**config.mk**
```make
export PLATFORM = sky130hd
export DESIGN_NAME = lcd_bus_snoop
export DESIGN_NICKNAME = d
export VERILOG_FILES = /design/src/rtl/lcd_bus_snoop_pkg.sv /design/src/rtl/lcd_module_state.sv /design/src/rtl/lcd_bus_snoop.sv
export SDC_FILE = /design/constraint.sdc
export NUM_CORES = 1
export LEC_CHECK = 0
export CORE_ASPECT_RATIO = 2
export CORE_MARGIN = 3
export CORE_UTILIZATION = 40
export CTS_CLUSTER_DIAMETER = 120
export DETAILED_ROUTE_END_ITERATION = 8
export PLACE_DENSITY_LB_ADDON = 0.2
export SLEW_MARGIN = 20
export SYNTH_ARGS = -nofsm -noshare
export SYNTH_HDL_FRONTEND = slang
export SYNTH_SLANG_ARGS = --single-unit
export TNS_END_PERCENT = 10
```
**constraint.sdc**
```tcl
create_clock -name clk -period 11.7 [get_ports clk]
set_clock_uncertainty 0.15 [all_clocks]
set_input_delay 2.34 -clock clk [delete_from_list [all_inputs] [get_ports clk]]
set_output_delay 2.34 -clock clk [all_outputs]
set_load 0.1 [all_outputs]
```
**src/rtl/lcd_bus_snoop_pkg.sv**
```systemverilog
// Constants and helpers shared by the LCD bus snooper and the LCD driver:
// controller opcodes, panel geometry and the column-advance rule.
package lcd_bus_snoop_pkg;

  localparam int X_PER_MODULE_C   = 50;
  localparam int MAX_X_C          = 240;
  localparam int MODULE_ROW_SPLIT = 5;

  localparam logic [7:0] OP_DISPLAY_ON  = 8'h39;
  localparam logic [7:0] OP_DISPLAY_OFF = 8'h38;
  localparam logic [7:0] OP_MODE_UP     = 8'h3B;
  localparam logic [7:0] OP_MODE_DOWN   = 8'h3A;
  localparam logic [5:0] OP_START_PAGE  = 6'b111110;

  typedef enum logic {
    ST_IDLE = 1'b0,
    ST_SCAN = 1'b1
  } snoop_state_e;

  // Column after a data write: wraps at both ends of the module's width.
  function automatic logic [5:0] next_column(input logic [5:0] col,
                                             input logic       up,
                                             input logic [5:0] last);
    logic [5:0] nxt;
    if (up) begin
      nxt = (col == last) ? 6'd0 : col + 6'd1;
    end else begin
      nxt = (col == 6'd0) ? last : col - 6'd1;
    end
    return nxt;
  endfunction

endpackage

```
**src/rtl/lcd_module_state.sv**
```systemverilog
// Per-controller register bank: column, page, up/down mode and display-on,
// updated by decoded instructions and by post-write column advances.
module lcd_module_state
  import lcd_bus_snoop_pkg::*;
#(
  parameter int LCD_MODULES  = 10,
  parameter int X_PER_MODULE = X_PER_MODULE_C,
  parameter int IDX_W        = 4
) (
  input  logic                        clk,
  input  logic                        reset,
  input  logic                        clear,
  input  logic                        instr_valid,
  input  logic [LCD_MODULES-1:0]      instr_sel,
  input  logic [7:0]                  instr_data,
  input  logic                        adv_valid,
  input  logic [IDX_W-1:0]            adv_idx,
  output logic [LCD_MODULES-1:0][5:0] column,
  output logic [LCD_MODULES-1:0][1:0] page,
  output logic [LCD_MODULES-1:0]      display_on
);

  localparam logic [5:0] LAST_COL = 6'(X_PER_MODULE - 1);

  logic [LCD_MODULES-1:0][5:0] column_r;
  logic [LCD_MODULES-1:0][1:0] page_r;
  logic [LCD_MODULES-1:0]      display_on_r;
  logic [LCD_MODULES-1:0]      up_r;

  // Module state: instruction decode for selected modules, column advance after each write.
  always_ff @(posedge clk) begin
    if (reset || clear) begin
      column_r     <= '0;
      page_r       <= '0;
      display_on_r <= '0;
      up_r         <= '1;
    end else begin
      for (int i = 0; i < LCD_MODULES; i++) begin
        if (instr_valid && instr_sel[i]) begin
          case (instr_data)
            OP_DISPLAY_ON:  display_on_r[i] <= 1'b1;
            OP_DISPLAY_OFF: display_on_r[i] <= 1'b0;
            OP_MODE_UP:     up_r[i]         <= 1'b1;
            OP_MODE_DOWN:   up_r[i]         <= 1'b0;
            default: begin
              // Start-page is accepted but has no framebuffer effect.
              if ((instr_data[5:0] != OP_START_PAGE) &&
                  (instr_data[5:0] < 6'(X_PER_MODULE))) begin
                page_r[i]   <= instr_data[7:6];
                column_r[i] <= instr_data[5:0];
              end
            end
          endcase
        end else if (adv_valid && (adv_idx == IDX_W'(i))) begin
          column_r[i] <= next_column(column_r[i], up_r[i], LAST_COL);
        end
      end
    end
  end

  assign column     = column_r;
  assign page       = page_r;
  assign display_on = display_on_r;

endmodule

```
**src/rtl/lcd_bus_snoop.sv**
```systemverilog
// Passive snooper of a multi-controller LCD bus: tracks each controller's
// address state and turns display-data cycles into framebuffer writes.
module lcd_bus_snoop
  import lcd_bus_snoop_pkg::*;
#(
  parameter int LCD_MODULES  = 10,
  parameter int X_PER_MODULE = X_PER_MODULE_C,
  parameter int MAX_X        = MAX_X_C
) (
  input  logic                   clk,
  input  logic                   reset,
  input  logic [7:0]             data_pin,
  input  logic [LCD_MODULES-1:0] cs_pin,
  input  logic                   cs1_pin,
  input  logic                   rw_pin,
  input  logic                   di_pin,
  input  logic                   enable_pin,
  input  logic                   reset_pin,
  output logic [7:0]             fb_x,
  output logic [2:0]             fb_y,
  output logic [7:0]             fb_data,
  output logic                   fb_write,
  output logic [LCD_MODULES-1:0] display_on,
  output logic                   overrun
);

  localparam int IDX_W  = (LCD_MODULES > 1) ? $clog2(LCD_MODULES) : 1;
  localparam int SYNC_W = LCD_MODULES + 13;
  // Enable and reset_pin idle high so reset never fakes a falling edge.
  localparam logic [SYNC_W-1:0] SYNC_INIT = {1'b1, 3'b000, {LCD_MODULES{1'b0}}, 8'h00, 1'b1};

  logic [SYNC_W-1:0]           bus_raw_s, sync1_r, sync2_r;
  logic                        en_s, cs1_s, rw_s, di_s, lcd_rst_n_s, lcd_clear_s;
  logic [7:0]                  data_s;
  logic [LCD_MODULES-1:0]      cs_s;
  logic                        en_prev_r, bus_fall_s;
  logic                        cap_valid_r, cap_di_r;
  logic [7:0]                  cap_data_r, scan_data_r;
  logic [LCD_MODULES-1:0]      cap_cs_r;
  snoop_state_e                state_r, state_next_s;
  logic [LCD_MODULES-1:0]      pend_r, pend_next_s, pick_s;
  logic [LCD_MODULES-1:0][5:0] col_s;
  logic [LCD_MODULES-1:0][1:0] page_s;
  logic [5:0]                  col_sel_s;
  logic [1:0]                  page_sel_s;
  logic                        row_sel_s;
  logic [9:0]                  base_sel_s, x_wide_s;
  logic [2:0]                  y_s;
  logic [IDX_W-1:0]            adv_idx_s;
  logic                        adv_valid_s, instr_valid_s, wr_s, overrun_set_s, scan_load_s;

  assign bus_raw_s   = {reset_pin, di_pin, rw_pin, cs1_pin, cs_pin, data_pin, enable_pin};
  assign en_s        = sync2_r[0];
  assign data_s      = sync2_r[8:1];
  assign cs_s        = sync2_r[LCD_MODULES+8:9];
  assign cs1_s       = sync2_r[LCD_MODULES+9];
  assign rw_s        = sync2_r[LCD_MODULES+10];
  assign di_s        = sync2_r[LCD_MODULES+11];
  assign lcd_rst_n_s = sync2_r[LCD_MODULES+12];
  assign lcd_clear_s = ~lcd_rst_n_s;
  assign bus_fall_s  = en_prev_r & ~en_s & cs1_s & ~rw_s & lcd_rst_n_s;

  // Shared 2-flop synchronizer, enable edge detect and bus-cycle capture.
  always_ff @(posedge clk) begin
    if (reset) begin
      sync1_r     <= SYNC_INIT;
      sync2_r     <= SYNC_INIT;
      en_prev_r   <= 1'b1;
      cap_valid_r <= 1'b0;
      cap_di_r    <= 1'b0;
      cap_data_r  <= 8'h00;
      cap_cs_r    <= '0;
    end else begin
      sync1_r     <= bus_raw_s;
      sync2_r     <= sync1_r;
      en_prev_r   <= en_s;
      cap_valid_r <= bus_fall_s;
      if (bus_fall_s) begin
        cap_di_r   <= di_s;
        cap_data_r <= data_s;
        cap_cs_r   <= cs_s;
      end
    end
  end

  lcd_module_state #(
    .LCD_MODULES (LCD_MODULES),
    .X_PER_MODULE(X_PER_MODULE),
    .IDX_W       (IDX_W)
  ) u_state (
    .clk        (clk),
    .reset      (reset),
    .clear      (lcd_clear_s),
    .instr_valid(instr_valid_s),
    .instr_sel  (cap_cs_r),
    .instr_data (cap_data_r),
    .adv_valid  (adv_valid_s),
    .adv_idx    (adv_idx_s),
    .column     (col_s),
    .page       (page_s),
    .display_on (display_on)
  );

  // Lowest pending module and its framebuffer coordinates (pick_s is one-hot or zero).
  always_comb begin
    pick_s     = pend_r & ((~pend_r) + LCD_MODULES'(1'b1));
    col_sel_s  = 6'd0;
    page_sel_s = 2'd0;
    row_sel_s  = 1'b0;
    base_sel_s = 10'd0;
    adv_idx_s  = {IDX_W{1'b0}};
    for (int i = 0; i < LCD_MODULES; i++) begin
      col_sel_s  = col_sel_s  | (pick_s[i] ? col_s[i]  : 6'd0);
      page_sel_s = page_sel_s | (pick_s[i] ? page_s[i] : 2'd0);
      row_sel_s  = row_sel_s  | (pick_s[i] && (i >= MODULE_ROW_SPLIT));
      base_sel_s = base_sel_s | (pick_s[i] ? 10'((i % MODULE_ROW_SPLIT) * X_PER_MODULE) : 10'd0);
      adv_idx_s  = adv_idx_s  | (pick_s[i] ? IDX_W'(i) : {IDX_W{1'b0}});
    end
    x_wide_s = base_sel_s + 10'(col_sel_s);
    y_s      = {row_sel_s, page_sel_s};
  end

  // FSM next state: IDLE decodes captured cycles, SCAN serialises one module per clock.
  always_comb begin
    state_next_s  = state_r;
    pend_next_s   = pend_r;
    instr_valid_s = 1'b0;
    adv_valid_s   = 1'b0;
    wr_s          = 1'b0;
    overrun_set_s = 1'b0;
    scan_load_s   = 1'b0;
    if (!lcd_rst_n_s) begin
      state_next_s = ST_IDLE;
      pend_next_s  = '0;
    end else begin
      case (state_r)
        ST_IDLE: begin
          if (cap_valid_r && !cap_di_r) begin
            instr_valid_s = 1'b1;
          end else if (cap_valid_r && (|cap_cs_r)) begin
            state_next_s = ST_SCAN;
            pend_next_s  = cap_cs_r;
            scan_load_s  = 1'b1;
          end else begin
            state_next_s = ST_IDLE;
          end
        end
        ST_SCAN: begin
          overrun_set_s = cap_valid_r;
          adv_valid_s   = |pend_r;
          wr_s          = (|pend_r) && (x_wide_s < 10'(MAX_X));
          pend_next_s   = pend_r & ~pick_s;
          if (pend_next_s == '0) begin
            state_next_s = ST_IDLE;
          end else begin
            state_next_s = ST_SCAN;
          end
        end
        default: begin
          state_next_s = ST_IDLE;
          pend_next_s  = '0;
        end
      endcase
    end
  end

  // FSM state, pending-module mask and the byte being serialised.
  always_ff @(posedge clk) begin
    if (reset) begin
      state_r     <= ST_IDLE;
      pend_r      <= '0;
      scan_data_r <= 8'h00;
    end else begin
      state_r <= state_next_s;
      pend_r  <= pend_next_s;
      if (scan_load_s) begin
        scan_data_r <= cap_data_r;
      end
    end
  end

  // Registered framebuffer port and sticky overrun flag.
  always_ff @(posedge clk) begin
    if (reset) begin
      fb_write <= 1'b0;
      fb_x     <= 8'h00;
      fb_y     <= 3'd0;
      fb_data  <= 8'h00;
      overrun  <= 1'b0;
    end else begin
      fb_write <= wr_s;
      overrun  <= overrun | overrun_set_s;
      if (wr_s) begin
        fb_x    <= x_wide_s[7:0];
        fb_y    <= y_s;
        fb_data <= scan_data_r;
      end
    end
  end

endmodule

```
==> results by stage, run 1 <==
Synth:
- The flip-flop and latch count after synthesis is about 210.
- The synthesized net count is about 1600.
- Synthesis produced 1563 cells.
- The share of synthesized registers carrying an async set or reset is 0%.
- The sequential share of the synthesized area is ~34%.
- The summed instance area of the synthesized netlist is about 0.012 mm².
- The synthesized area per cell is 7.82 µm².
- The number of enable-type register cells in the synthesized netlist is 0.
- During synthesis, Yosys emitted a total of 0 warnings.
- In the synthesized netlist the dominant register cell turns out to be sky130_fd_sc_hd__dfxtp_1.
- The unique cell type count in the Yosys netlist is just over 80.

CTS:
- The cell sitting at the root of the clock tree is a sky130_fd_sc_hd__clkbuf_16.
- The clock-pin slew of the registers on the worst-case setup and hold paths is roughly 0.07 ns.
- The sink count of the clock tree is roughly 210.
- The quantity of gates resized following cts is 0.
- CTS built an H-tree with a depth of 1.
- No sink is reached through more buffers than the 3 on the longest clock path.
- The worst-skew pair later-pin latency is ~0.52 ns.
- The number of hold buffers added after cts is 0.
- TritonCTS built the clock tree.
- Once the clock tree was built, the setup fixing pass inserted 0 buffers.
- Clock tree synthesis inserted a total of 21 buffers.

Place:
- The number of I/O port buffers is 55.
- The detailed placement HPWL is 28100 µm.
- The instance area at placement is 0.0128 mm².
- The setup slack after placement is 6.43 ns.
- Routability-driven placement finished with a final weighted congestion of between 0.8 and 0.9.

Cells and area:
- The final-stage net count is roughly 1600.
- The finished cells cover 0.0135 mm².
- Leaving out fill and tap cells, the most frequent cells in the layout are sky130_fd_sc_hd__nand2_1 (210), sky130_fd_sc_hd__dfxtp_1 (207), sky130_fd_sc_hd__a21oi_1 (141).
- The most common cell after layout, fill and taps aside is sky130_fd_sc_hd__nand2_1.
- Fill cells in the final layout number between 3000 and 4000.
- Cells with a size suffix above 1 make up 6.29% of the layout.
- 0 antenna diodes ended up in the layout.
- The area growth from synthesis to layout is 10.6%.

Power and ir drop:
- The switching share of total power is 21.9%.
- In this run, flip-flops and latches consume between 40% and 50% of the power.
- The net switching component of the power is 321 µW.
- Power comes to about 1500 µW.
- The share of total power dissipated in combinational logic is under 10%.
- Cell internal power was estimated by the tool at roughly 1100 µW.
- The share of total power dissipated in the clock network is 49.1%.
- The analysis attributes to cell leakage a power of 0.00456 µW.
- The largest vdd supply drop is around 0.00014 V.
- Dividing total power by cell area gives a power density of approximately 110 mW/mm².

Global routing:
- The via count of the first global-routing pass is ~11000.
- Entering global routing, the biggest net connects 90 pins.
- The first-pass GRT wire length is about 61000 µm.
- In the global route stage, met3 resource usage came out at under 10%.
- The routing usage on met1 is 23.7%.
- The initial antenna violation count is 0.
- The global-route met2 utilization is 42.8%.
- For this run the aggregate overflow at the end of global routing stands at 0.
- Across every metal layer, demand over resource in global routing totals roughly 23%.
- The routing layer with the top usage in global route is met2.

Floorplanning:
- The chip height is 253 µm.
- During I/O placement, the number of pins put on the boundary was 56.
- The region available for standard cell placement spans 0.0302 mm².
- The overall die area is 0.0328 mm².
- The starting density of the core is 40.5%.
- The initialized floorplan defines 90 standard-cell rows.
- The die width is approximately 130 µm.

STA:
- Setup violations remaining at the end of the flow were counted as 0.
- The share of the clock period used by the worst path is 44.0%.
- The final critical-path required period is between 5 and 6 ns.
- At the pin with the least slew margin, the transition time is between 1 and 1.5 ns.
- The max-slew violation total from the final report is 0.
- Derived from the worst setup path, the maximum achievable clock frequency is between 150 and 200 MHz.
- Adding up every negative setup slack in the final design gives 0 ns.
- The worst hold slack after final layout is 0.256 ns.
- Setup repair after global routing left no endpoint under its margin.
- Headroom to the max-slew limit came out at between 20 and 30%.
- Across all setup checks in the final design, the least slack found is about 6.6 ns.
- The final number of hold-violating endpoints came to 0.

Route:
- The count of unresolved DRC violations after routing is 0.
- The average detailed-routed wire length per instance is 20.4 µm.
- The detailed-route vias per instance is around 6.1.
- The first-pass iteration count of the detailed router is 5.
- Detailed routing inserted a total of roughly 12000 vias.
- The final wirelength is 38700 µm.
- The first-iteration detailed-routing DRC count is about 870.
- In this run the remaining antenna-violating nets after routing total 0.

Critical path:
- STA classifies the critical path endpoint as a register.
- The endpoint required time on the critical path is 11.98 ns.
- The worst setup path is launched from a register.
- The cell family with the largest share of critical-path delay is compound AO/OA/AOI/OAI gates.
- By startpoint and endpoint, the worst setup path is classified as reg2reg.
- The critical path goes through nor3_1 -> and3_1 -> a22o_1 -> a2111o_1 -> ha_1 -> a211oi_1 -> o21a_1 -> nor3b_1 -> o32ai_1 -> o211a_1 -> mux2i_1.
- Counting both buffers and inverters, the worst setup path holds a total of 0.
- The worst stage delay on the critical path is between 0.9 and 1 ns.
- For this design, the slowest cell found on the critical path is sky130_fd_sc_hd__dfxtp_1.
- The arrival time of the worst setup path is 5.43 ns.
- Of all nets on the critical path, the largest fanout is 25.

Flow run:
- Max-cap violations in this run came to 0.

Worst hold path:
- The min-delay analysis places its worst path in the category reg2reg.

Run status:
- The run finished with clean final reports.
-- registers in the layout, indices dropped and copies added (netlist names), 8 cells and up --
name                cells
u_state.column         60
sync1_r                23
sync2_r                23
u_state.page           20
cap_cs_r               10
pend_r                 10
u_state.display_on     10
u_state.up_r           10
cap_data_r              8
fb_data                 8
fb_x                    8
scan_data_r             8
-- logic make-up after synthesis --
family,synth area share (%)
AOI/OAI and AO/OA,27.0
muxes,3.44
adders and majority gates,4.93
xor gates and xnor gates,1.78
and+or+nand+nor,22.8
DFF,33.9
buffers and inverters,6.10
-- final cells by class --
type                    instances  area [µm²]  share of cell area (%)
clock buffers                  25         571                    4.22
inverters                      45         169                    1.25
repair buffers                 70         658                    4.87
clock inverters                12         154                    1.14
multi-input cells            1168        7360                    54.5
well taps                     368         460                    3.41
flip-flops and latches        207        4140                    30.7
-- final timing paths --
check                            endpoint  cells past startpoint              startpoint  slack [ns]
hold reg to reg     sync2_r[0]$_SDFF_PP1_                      1   sync1_r[0]$_SDFF_PP1_        0.26
setup / recovery  fb_data[7]$_SDFFE_PP0P_                     11  pend_r[0]$_SDFFE_PP0P_        6.56
hold / removal      sync2_r[0]$_SDFF_PP1_                      1   sync1_r[0]$_SDFF_PP1_        0.26
setup reg to reg  fb_data[7]$_SDFFE_PP0P_                     11  pend_r[0]$_SDFFE_PP0P_        6.56
-- power by group through the flow --
stage	clock network, µW	registers [µW]	logic [µW]
6_report	717	714	30.5
5_1_grt	759	714	33.3
4_1_cts	737	714	31.0
3_5_place_dp	0	730	30.9
3_3_place_gp	0	730	30.5
2_1_floorplan	0	729	17.8
-- synth_stat cells, types with 10 or more instances --
cell type / instances / share of area, %
sky130_fd_sc_hd__nand3_1: 93 / 3.8
sky130_fd_sc_hd__o211ai_1: 38 / 2.3
sky130_fd_sc_hd__inv_1: 45 / 1.4
sky130_fd_sc_hd__o311ai_0: 12 / 0.86
sky130_fd_sc_hd__o31ai_1: 15 / 0.92
sky130_fd_sc_hd__o21a_1: 23 / 1.4
sky130_fd_sc_hd__a221o_1: 12 / 0.98
sky130_fd_sc_hd__and2_1: 16 / 0.82
sky130_fd_sc_hd__a211oi_1: 20 / 1.2
sky130_fd_sc_hd__mux2i_1: 42 / 3.4
sky130_fd_sc_hd__nand2_1: 211 / 6.5
sky130_fd_sc_hd__or2_2: 15 / 0.77
sky130_fd_sc_hd__ha_1: 45 / 4.6
sky130_fd_sc_hd__xnor2_1: 13 / 0.93
sky130_fd_sc_hd__nor3_1: 34 / 1.4
sky130_fd_sc_hd__nor2b_1: 57 / 2.9
sky130_fd_sc_hd__a221oi_1: 20 / 1.4
sky130_fd_sc_hd__clkbuf_1: 122 / 3.7
sky130_fd_sc_hd__o21ai_0: 69 / 2.8
sky130_fd_sc_hd__a31oi_1: 24 / 1.2
sky130_fd_sc_hd__a21oi_1: 141 / 5.8
sky130_fd_sc_hd__dfxtp_1: 207 / 34
sky130_fd_sc_hd__xor2_1: 10 / 0.72
sky130_fd_sc_hd__o221ai_1: 13 / 0.93
sky130_fd_sc_hd__o31a_1: 10 / 0.72
sky130_fd_sc_hd__nor2_1: 89 / 2.7
sky130_fd_sc_hd__nand4_1: 14 / 0.72
-- metrics by stage --
stage	instances	util, %
3_5_place_dp	1857	42.3
5_1_grt	1895	44.8
3_3_place_gp	1857	42.3
2_1_floorplan	1563	-
6_report	1895	44.8
4_1_cts	1894	44.7
-- routing by layer --
metal  vias to the layer above  wire (µm)
met2                       371      20300
li1                       5581          -
met5                         -          0
met3                       135       1700
met1                      5476      13800
met4                         0       2930
Power figures use the tool's default switching activity.
==> run 2, diff against run 1 <==
==> constraint.sdc (replaced) <==
create_clock -name clk -period 4.55 [get_ports clk]
set_clock_uncertainty 0.15 [all_clocks]
set_input_delay 0.91 -clock clk [delete_from_list [all_inputs] [get_ports clk]]
set_output_delay 0.91 -clock clk [all_outputs]
set_load 0.1 [all_outputs]
==> run 2 against run 1 <==
  * Critical path depth up 4
  * Highest routed layer unchanged
  * Clock power is 140% higher
  * Critical path type unchanged
  * Largest power group is now registers
  * Via count grew 0.59%
  * Die area did not move
  * Power grew to 2.5 times the previous value
  * Largest cell class unchanged
  * Combinational power grew to 2.7 times the previous value
  * Count of clock-buffer cells in the layout up 1
  * Maximum frequency grew 26%
  * Global-route usage up 0.70 points
==> results by stage, run 2 (synthesis results as in run 1) <==
Critical path:
- The critical path is of the reg2reg type.
- Measured in cells, the most critical reg-to-reg path has a length of 15.
- The critical register-to-register path startpoint is pend_r[2]$_SDFFE_PP0P_.
- The worst register-to-register path ends at fb_x[6]$_SDFFE_PP0P_.
- In this design, the stage delay of the slowest critical-path cell is around 0.57 ns.
- The critical-path cell with the highest stage delay is sky130_fd_sc_hd__a2111oi_0.
- The origin of the worst setup path is pend_r[2]$_SDFFE_PP0P_.
- STA classifies the critical path endpoint as a register.
- Data on the critical path arrives at its endpoint at around 4.4 ns.
- The biggest fanout along the worst timing path is 11.
- In this run the register-to-register setup slack is 0.46 ns.
- Traced cell by cell, the critical path runs through buf_4 -> nor2b_1 -> and2_0 -> buf_4 -> a22oi_1 -> o211ai_1 -> a2111oi_0 -> fa_1 -> nand2b_1 -> a21oi_1 -> xor2_1 -> nand4_1 -> o211a_1 -> buf_4 -> o21a_1.
- The end point of the critical path is fb_x[6]$_SDFFE_PP0P_.
- By instance count, the cell type seen most on the critical path is sky130_fd_sc_hd__buf_4.
- The kind of launch point of the worst setup path is a register.
- The endpoint required time on the critical path is 4.81 ns.

Power and ir drop:
- Per report_power, the clock group accounts for between 40% and 50% of the total.
- Sequential cells burn ~50% of the power.
- Of the total power, combinational logic draws between 2 and 2.5%.
- Cell internal power was estimated by the tool at approximately 2800 µW.
- The largest vdd supply drop is between 0.0003 and 0.0004 V.
- The analysis attributes to cell leakage a power of about 0.0047 µW.
- Dividing total power by cell area gives a power density of 268 mW/mm².
- Net switching is about 22% of the power.
- The net switching component of the power is around 810 µW.
- After layout, the design draws a total of about 3700 µW.

Worst hold path:
- The class of the tightest hold or removal check is reg2reg.
- The start point of the worst min-delay path is sync1_r[0]$_SDFF_PP1_.

CTS:
- CTS built an H-tree with a depth of 1.
- No sink is reached through more buffers than the 3 on the longest clock path.
- The cell sitting at the root of the clock tree is a sky130_fd_sc_hd__clkbuf_16.
- The clock-pin slew of the registers on the worst-case setup and hold paths is around 0.06 ns.
- The worst-skew pair later-pin latency is 0.53 ns.
- The number of hold buffers added after cts is 0.
- After clock tree synthesis, the repair step resized 0 gates.
- In this run, CTS created clock tree buffers numbering 20.
- The TritonCTS clock tree is done.
- In this run the post-CTS setup repair buffer count came out at 0.
- The sink count of the clock tree is roughly 210.

STA:
- The number of setup violations in the final report is 0.
- The share of the clock period used by the worst path is 90.0%.
- The worst relative slew slack is 30.5%.
- The final number of hold-violating endpoints is 0.
- The maximum achievable frequency is about 240 MHz.
- The final critical-path required period is around 4.1 ns.
- The summed negative setup slack over all endpoints is 0 ns.
- The max-slew violation total from the final report is 0.
- The pin slew with the least headroom to its limit is 1.04 ns.
- Setup repair after global routing left no endpoint under its margin.

Route:
- In the routed layout, each cell is associated on average with a via count of slightly above 6.
- The count of unresolved DRC violations after routing is 0.
- The detail route stage leaves a number of antenna-violating nets equal to 0.
- After the first detailed-routing iteration, the DRC count stood at between 800 and 900.
- The total via count in the routed design is 11600.
- The final wirelength is 39900 µm.
- The average detailed-routed wire length per instance is 20.8 µm.
- The pre-antenna-repair detailed-routing pass consisted of 6 iterations.

Cells and area:
- The repair_antennas step left the layout with diodes totalling 0.
- The post-layout utilization of the core is ~45%.
- The share of final-layout standard cells stronger than drive strength 1 is between 7 and 8%.
- The footprint of the flip-flops and latches is roughly 0.0041 mm².
- The library cells used most frequently in the layout, excluding fill and tap cells, are sky130_fd_sc_hd__nand2_1 (210), sky130_fd_sc_hd__dfxtp_1 (207), sky130_fd_sc_hd__a21oi_1 (141).
- The library cell used most frequently in the layout, excluding fill and tap cells, is sky130_fd_sc_hd__nand2_1.
- The finished layout holds between 1500 and 2000 standard cells, fillers aside.
- The synthesis-to-finish area growth is 11.6%.
- After the last flow step, the layout net total stands at between 1500 and 2000.
- Fill cells in the final layout number about 3000.
- The area of all placed cells without fillers is 0.0136 mm².
- The footprint of the multi-input gates is between 0.007 and 0.008 mm².
- The flip-flop count of the largest register after layout is 60.

Place:
- After legalization and detailed placement, the total HPWL measured between 20000 and 30000 µm.
- At the end of routability-driven placement, the weighted congestion stood at ~0.98.
- After detailed placement, the total cell area comes to about 0.013 mm².
- Including well taps, the total number of placed cells is 1880.
- The number of I/O port buffers is 55.

Global routing:
- The initial antenna violation count was 0.
- The overall routing resource usage is between 20% and 30%.
- Entering global routing, the biggest net connects 84 pins.
- The first global-routing pass estimated between 60000 and 70000 µm of wire.
- The via count of the first global-routing pass is roughly 11000.
- Global routing finished with a remaining overflow of 0.

Floorplanning:
- The initial utilization of the core area, before any placement, comes to 40.5%.
- The overall die area is roughly 0.033 mm².
- The chip height is ~250 µm.
- The total I/O pin count is between 50 and 60.
- The die width is 130 µm.
- The floorplan has 90 rows.
- The total area inside the core boundary comes to roughly 0.03 mm².

Flow run:
- The number of max-cap violations is 0.

Run status:
- The run finished with clean final reports.
run 2: layout make-up:
class | count | area share (%)
clock buffers | 26 | 4.05
flip-flops and latches | 207 | 30.4
inverters | 45 | 1.24
multi-input cells | 1168 | 53.9
repair buffers | 93 | 6.18
clock inverters | 8 | 0.844
well taps | 368 | 3.37
run 2: worst min-delay path by stage:
stage / cells past startpoint / end / slack [ns]
floorplan: 1 / sync2_r[0]$_SDFF_PP1_ / 0.24
detailed placement: 1 / sync2_r[0]$_SDFF_PP1_ / 0.25
global placement: 1 / sync2_r[0]$_SDFF_PP1_ / 0.24
global route: 1 / sync2_r[22]$_SDFF_PP1_ / 0.29
CTS: 1 / sync2_r[0]$_SDFF_PP1_ / 0.26
finish: 1 / sync2_r[0]$_SDFF_PP1_ / 0.26
run 2: power by group through the flow:
stage               Combinational [µW]  Sequential [µW]  Clock [µW]
floorplan                         45.7             1880           0
global placement                  83.6             1880           0
detailed placement                84.6             1880           0
CTS                               84.7             1830        1780
global route                      92.2             1840        1840
finish                            83.3             1830        1740
run 2: metrics by stage:
step,hold WS [ns],setup WS (ns)
after detailed placement,0.247,0.497
after global routing,0.291,0.0880
after global placement,0.241,0.574
after floorplan,0.239,0.691
after CTS,0.262,0.451
final,0.260,0.456
run 2: worst max-delay path, delay by kind of cell (launching register included):
family                     cells  cell delay (ns)
xor gates and xnor gates       1             0.26
AOI/OAI and AO/OA              6             1.49
DFF                            1             0.55
adders and majority gates      1             0.33
and+or+nand+nor                4             0.58
buffers and inverters          3             0.61
run 2: layer usage:
| metal | GRT usage (%) | up-vias | share of wire, % |
|---|---|---|---|
| li1 | - | 5611 | - |
| met5 | 0 | - | 0 |
| met4 | 14.5 | 0 | 7.1 |
| met2 | 44.3 | 360 | 53 |
| met1 | 25.0 | 5521 | 36 |
| met3 | 2.79 | 139 | 4.4 |
==> run 3, diff against run 2 <==
--- a/config.mk
+++ b/config.mk
@@ -5,12 +5,12 @@
 export SDC_FILE = /design/constraint.sdc
 export NUM_CORES = 1
 export LEC_CHECK = 0
-export CORE_ASPECT_RATIO = 2
 export CORE_MARGIN = 3
 export CORE_UTILIZATION = 40
 export CTS_CLUSTER_DIAMETER = 120
 export DETAILED_ROUTE_END_ITERATION = 8
 export PLACE_DENSITY_LB_ADDON = 0.2
+export RECOVER_POWER = 50
 export SLEW_MARGIN = 20
 export SYNTH_ARGS = -nofsm -noshare
 export SYNTH_HDL_FRONTEND = slang
==> run 3 against run 2 <==
  * The run now ends with capacitance limit, slew limit left
  * Via count fell by 1.1%
  * Largest power group is now clock
  * Register-to-register slack worse by 0.14 ns
  * Setup slack lost 0.14 ns
  * Clock power up 13%
  * Final cell count up 1.1%
  * Design area grew 0.50%
  * Power up 6.4%
  * Flip-flop and latch count unchanged
==> results by stage, run 3 (synthesis results as in run 1) <==
Run status:
- The run finished, with violations left.
- The checks that failed: capacitance limit, slew limit.

Cells and area:
- The synthesis-to-finish area growth is 12.1%.
- The repair_antennas step left the layout with diodes totalling 0.
- In the layout the commonest cells are sky130_fd_sc_hd__nand2_1 (210), sky130_fd_sc_hd__dfxtp_1 (207), sky130_fd_sc_hd__a21oi_1 (141).
- The share of final-layout standard cells stronger than drive strength 1 is around 6.9%.
- The flip-flop count of the largest register after layout is 60.
- The final-stage net count is 1600.
- The number of fill cells is 2928.
- The post-layout utilization of the core is 45.9%.
- Leaving out fill and tap cells, the most frequent cell in the layout is sky130_fd_sc_hd__nand2_1.
- Summing all non-filler instances in the final layout gives an area of roughly 0.014 mm².

STA:
- After layout, the worst setup slack is around 0.31 ns.
- The final critical-path required period is 4.24 ns.
- Hold is met by roughly 0.26 ns.
- Headroom to the max-slew limit came out at -128%.
- In the final timing run, aggregate negative setup slack is 0 ns.
- Setup repair after global routing left no endpoint under its margin.
- The maximum achievable frequency is about 240 MHz.
- The final number of hold-violating endpoints is 0.
- Setup violations remaining at the end of the flow were counted as 0.
- The max-slew violation total from the final report is 84.
- At the pin with the least slew margin, the transition time is 3.43 ns.
- Of the available clock period, the critical path in the final layout requires between 90% and 100%.

Route:
- The first TritonRoute pass finished after 5 iterations.
- The detailed router finished its first iteration with approximately 1100 violations.
- The number of nets with antenna violations after routing is 0.
- For this block, the routed nets add up to ~37000 µm of wire.
- Dividing the detail-routed wire length by the instance count gives around 19 µm.
- For this run, design rule violations remaining after detail routing come to 0.
- The routed layout has 11500 vias.
- The detailed-route vias per instance is approximately 5.9.

Global routing:
- Global routing used between 20% and 30% of the available tracks.
- Global routing finished with a remaining overflow of 0.
- The via count of the first global-routing pass was between 10000 and 15000.
- The initial antenna violation count came to 0.
- The largest net degree at the start of global routing is between 80 and 90.
- The first global-routing pass estimated approximately 60000 µm of wire.

Floorplanning:
- The die is between 150 and 200 µm tall.
- After floorplanning, the core was sized to cover roughly 0.030 mm².
- The floorplan step set the die width to ~180 µm.
- Once the floorplan was initialized, standard cells occupied 40.9% of the core.
- In this run the count of I/O pins placed on the die edge is between 50 and 60.
- The die covers 0.0327 mm².
- The number of placement rows is 63.

Power and ir drop:
- For this design the static power due to leakage is 0.00463 µW.
- In this run the power density over the cells is 284 mW/mm².
- VDD sags by at most approximately 0.00028 V.

CTS:
- The count of buffers added by post-CTS timing repair for setup is 0.
- The clock reaches the later pin of the worst-skew pair after 0.54 ns.
- The clock-pin slew of the registers on the worst-case setup and hold paths is around 0.06 ns.
- In this run the number of H-tree levels came out at 1.
- The sink count of the clock tree is a little over 200.
- The TritonCTS clock tree is done.
- The cell at the root of the clock tree is sky130_fd_sc_hd__clkbuf_16.
- The number of clock buffers added by TritonCTS is 24.
- The maximum buffer depth of the clock tree is 3.

Place:
- The detailed placement HPWL is ~26000 µm.
- OpenSTA, run right after detailed placement, puts the worst setup slack at between 0.3 and 0.4 ns.
- The instance area at placement is around 0.013 mm².
- The congestion estimate from routability-driven global placement came to around 0.9.
- Buffers placed on the I/O ports in this run total 55.

Critical path:
- The largest individual stage delay along the critical path comes from the cell sky130_fd_sc_hd__dfxtp_1.
- The worst setup path is of the reg2reg kind.
- Walking the worst path, the cells encountered are buf_4 -> nor2b_1 -> a22oi_1 -> o221ai_1 -> a221oi_1 -> nand3_1 -> ha_1 -> inv_1 -> fa_1 -> nand2b_1 -> a21oi_1 -> xor2_1 -> nand4_1 -> o211a_1 -> o211a_1.
- The number of cells on the worst reg-to-reg path is 15.
- Setup slack on the worst reg-to-reg path comes out at around 0.31 ns.
- At the worst endpoint, the required time is a little under 5 ns.
- In this run the worst path has a maximum fanout of 14.
- The worst stage delay on the critical path is 0.58 ns.
- STA classifies the critical path endpoint as a register.
- The kind of launch point of the worst setup path is a register.
- The most frequent cell on the critical path is sky130_fd_sc_hd__o211a_1.
- The worst register-to-register path begins at pend_r[2]$_SDFFE_PP0P_.
- The arrival time of the worst setup path is 4.52 ns.
- In this run the critical register-to-register path is captured at fb_x[2]$_SDFFE_PP0P_.

Flow run:
- The number of max-cap violations is 1.

Worst hold path:
- The worst hold path terminates at sync2_r[22]$_SDFF_PP1_.
- The class of the tightest hold or removal check is reg2reg.
- The instance count along the most critical hold path is 1.
- The worst hold path begins at sync1_r[22]$_SDFF_PP1_.
[run 3: cell type report]
| type | count | area (µm²) | area share, % |
|---|---|---|---|
| Clock buffer | 31 | 667 | 4.86 |
| Multi-Input combinational cell | 1168 | 7340 | 53.5 |
| Inverter | 45 | 169 | 1.23 |
| Clock inverter | 12 | 153 | 1.11 |
| Timing Repair Buffer | 83 | 754 | 5.50 |
| Sequential cell | 207 | 4140 | 30.2 |
| Tap cell | 390 | 488 | 3.56 |
[run 3: worst max-delay path: cells and delay by family, from the launching register on]
| kind | cells | cell delay (ns) |
|---|---|---|
| adder cells (fa/ha/maj) | 2 | 0.54 |
| AO/OA/AOI/OAI | 6 | 1.48 |
| XOR/XNOR | 1 | 0.30 |
| flip-flops | 1 | 0.58 |
| buffers and inverters | 2 | 0.27 |
| AND/OR/NAND/NOR | 4 | 0.83 |
[run 3: where the power goes]
| group | internal (µW) | switching [µW] |
|---|---|---|
| combinational | 34.7 | 48.7 |
| clock | 1160 | 810 |
| sequential | 1830 | 4.50 |
| total | 3030 | 864 |
[run 3: worst max-delay path by stage]
| stage | start | to |
|---|---|---|
| 2_1_floorplan | pend_r[2]$_SDFFE_PP0P_ | fb_x[6]$_SDFFE_PP0P_ |
| 3_3_place_gp | pend_r[2]$_SDFFE_PP0P_ | fb_x[2]$_SDFFE_PP0P_ |
| 3_5_place_dp | pend_r[0]$_SDFFE_PP0P_ | fb_x[2]$_SDFFE_PP0P_ |
| 4_1_cts | pend_r[0]$_SDFFE_PP0P_ | fb_x[2]$_SDFFE_PP0P_ |
| 5_1_grt | pend_r[2]$_SDFFE_PP0P_ | fb_x[2]$_SDFFE_PP0P_ |
| 6_report | pend_r[2]$_SDFFE_PP0P_ | fb_x[2]$_SDFFE_PP0P_ |
[run 3: through the flow]
stage / power [µW] / instances
2_1_floorplan: 1920 / 1563
4_1_cts: 3930 / 1935
3_5_place_dp: 1960 / 1892
3_3_place_gp: 1960 / 1892
5_1_grt: 4010 / 1936
6_report: 3890 / 1936
[run 3: layer usage]
| metal | track usage [%] | up-vias | part of all wire [%] |
|---|---|---|---|
| li1 | - | 5614 | - |
| met1 | 29.8 | 5429 | 44 |
| met2 | 35.7 | 390 | 45 |
| met3 | 4.49 | 70 | 7.5 |
| met4 | 5.74 | 0 | 3.0 |
| met5 | 0 | - | 0 |
[run 3: what timing repair did]
action                     4_1_cts  5_1_grt
hold buffers                     0        0
setup endpoints to repair        0       10
gates resized for setup          0        1
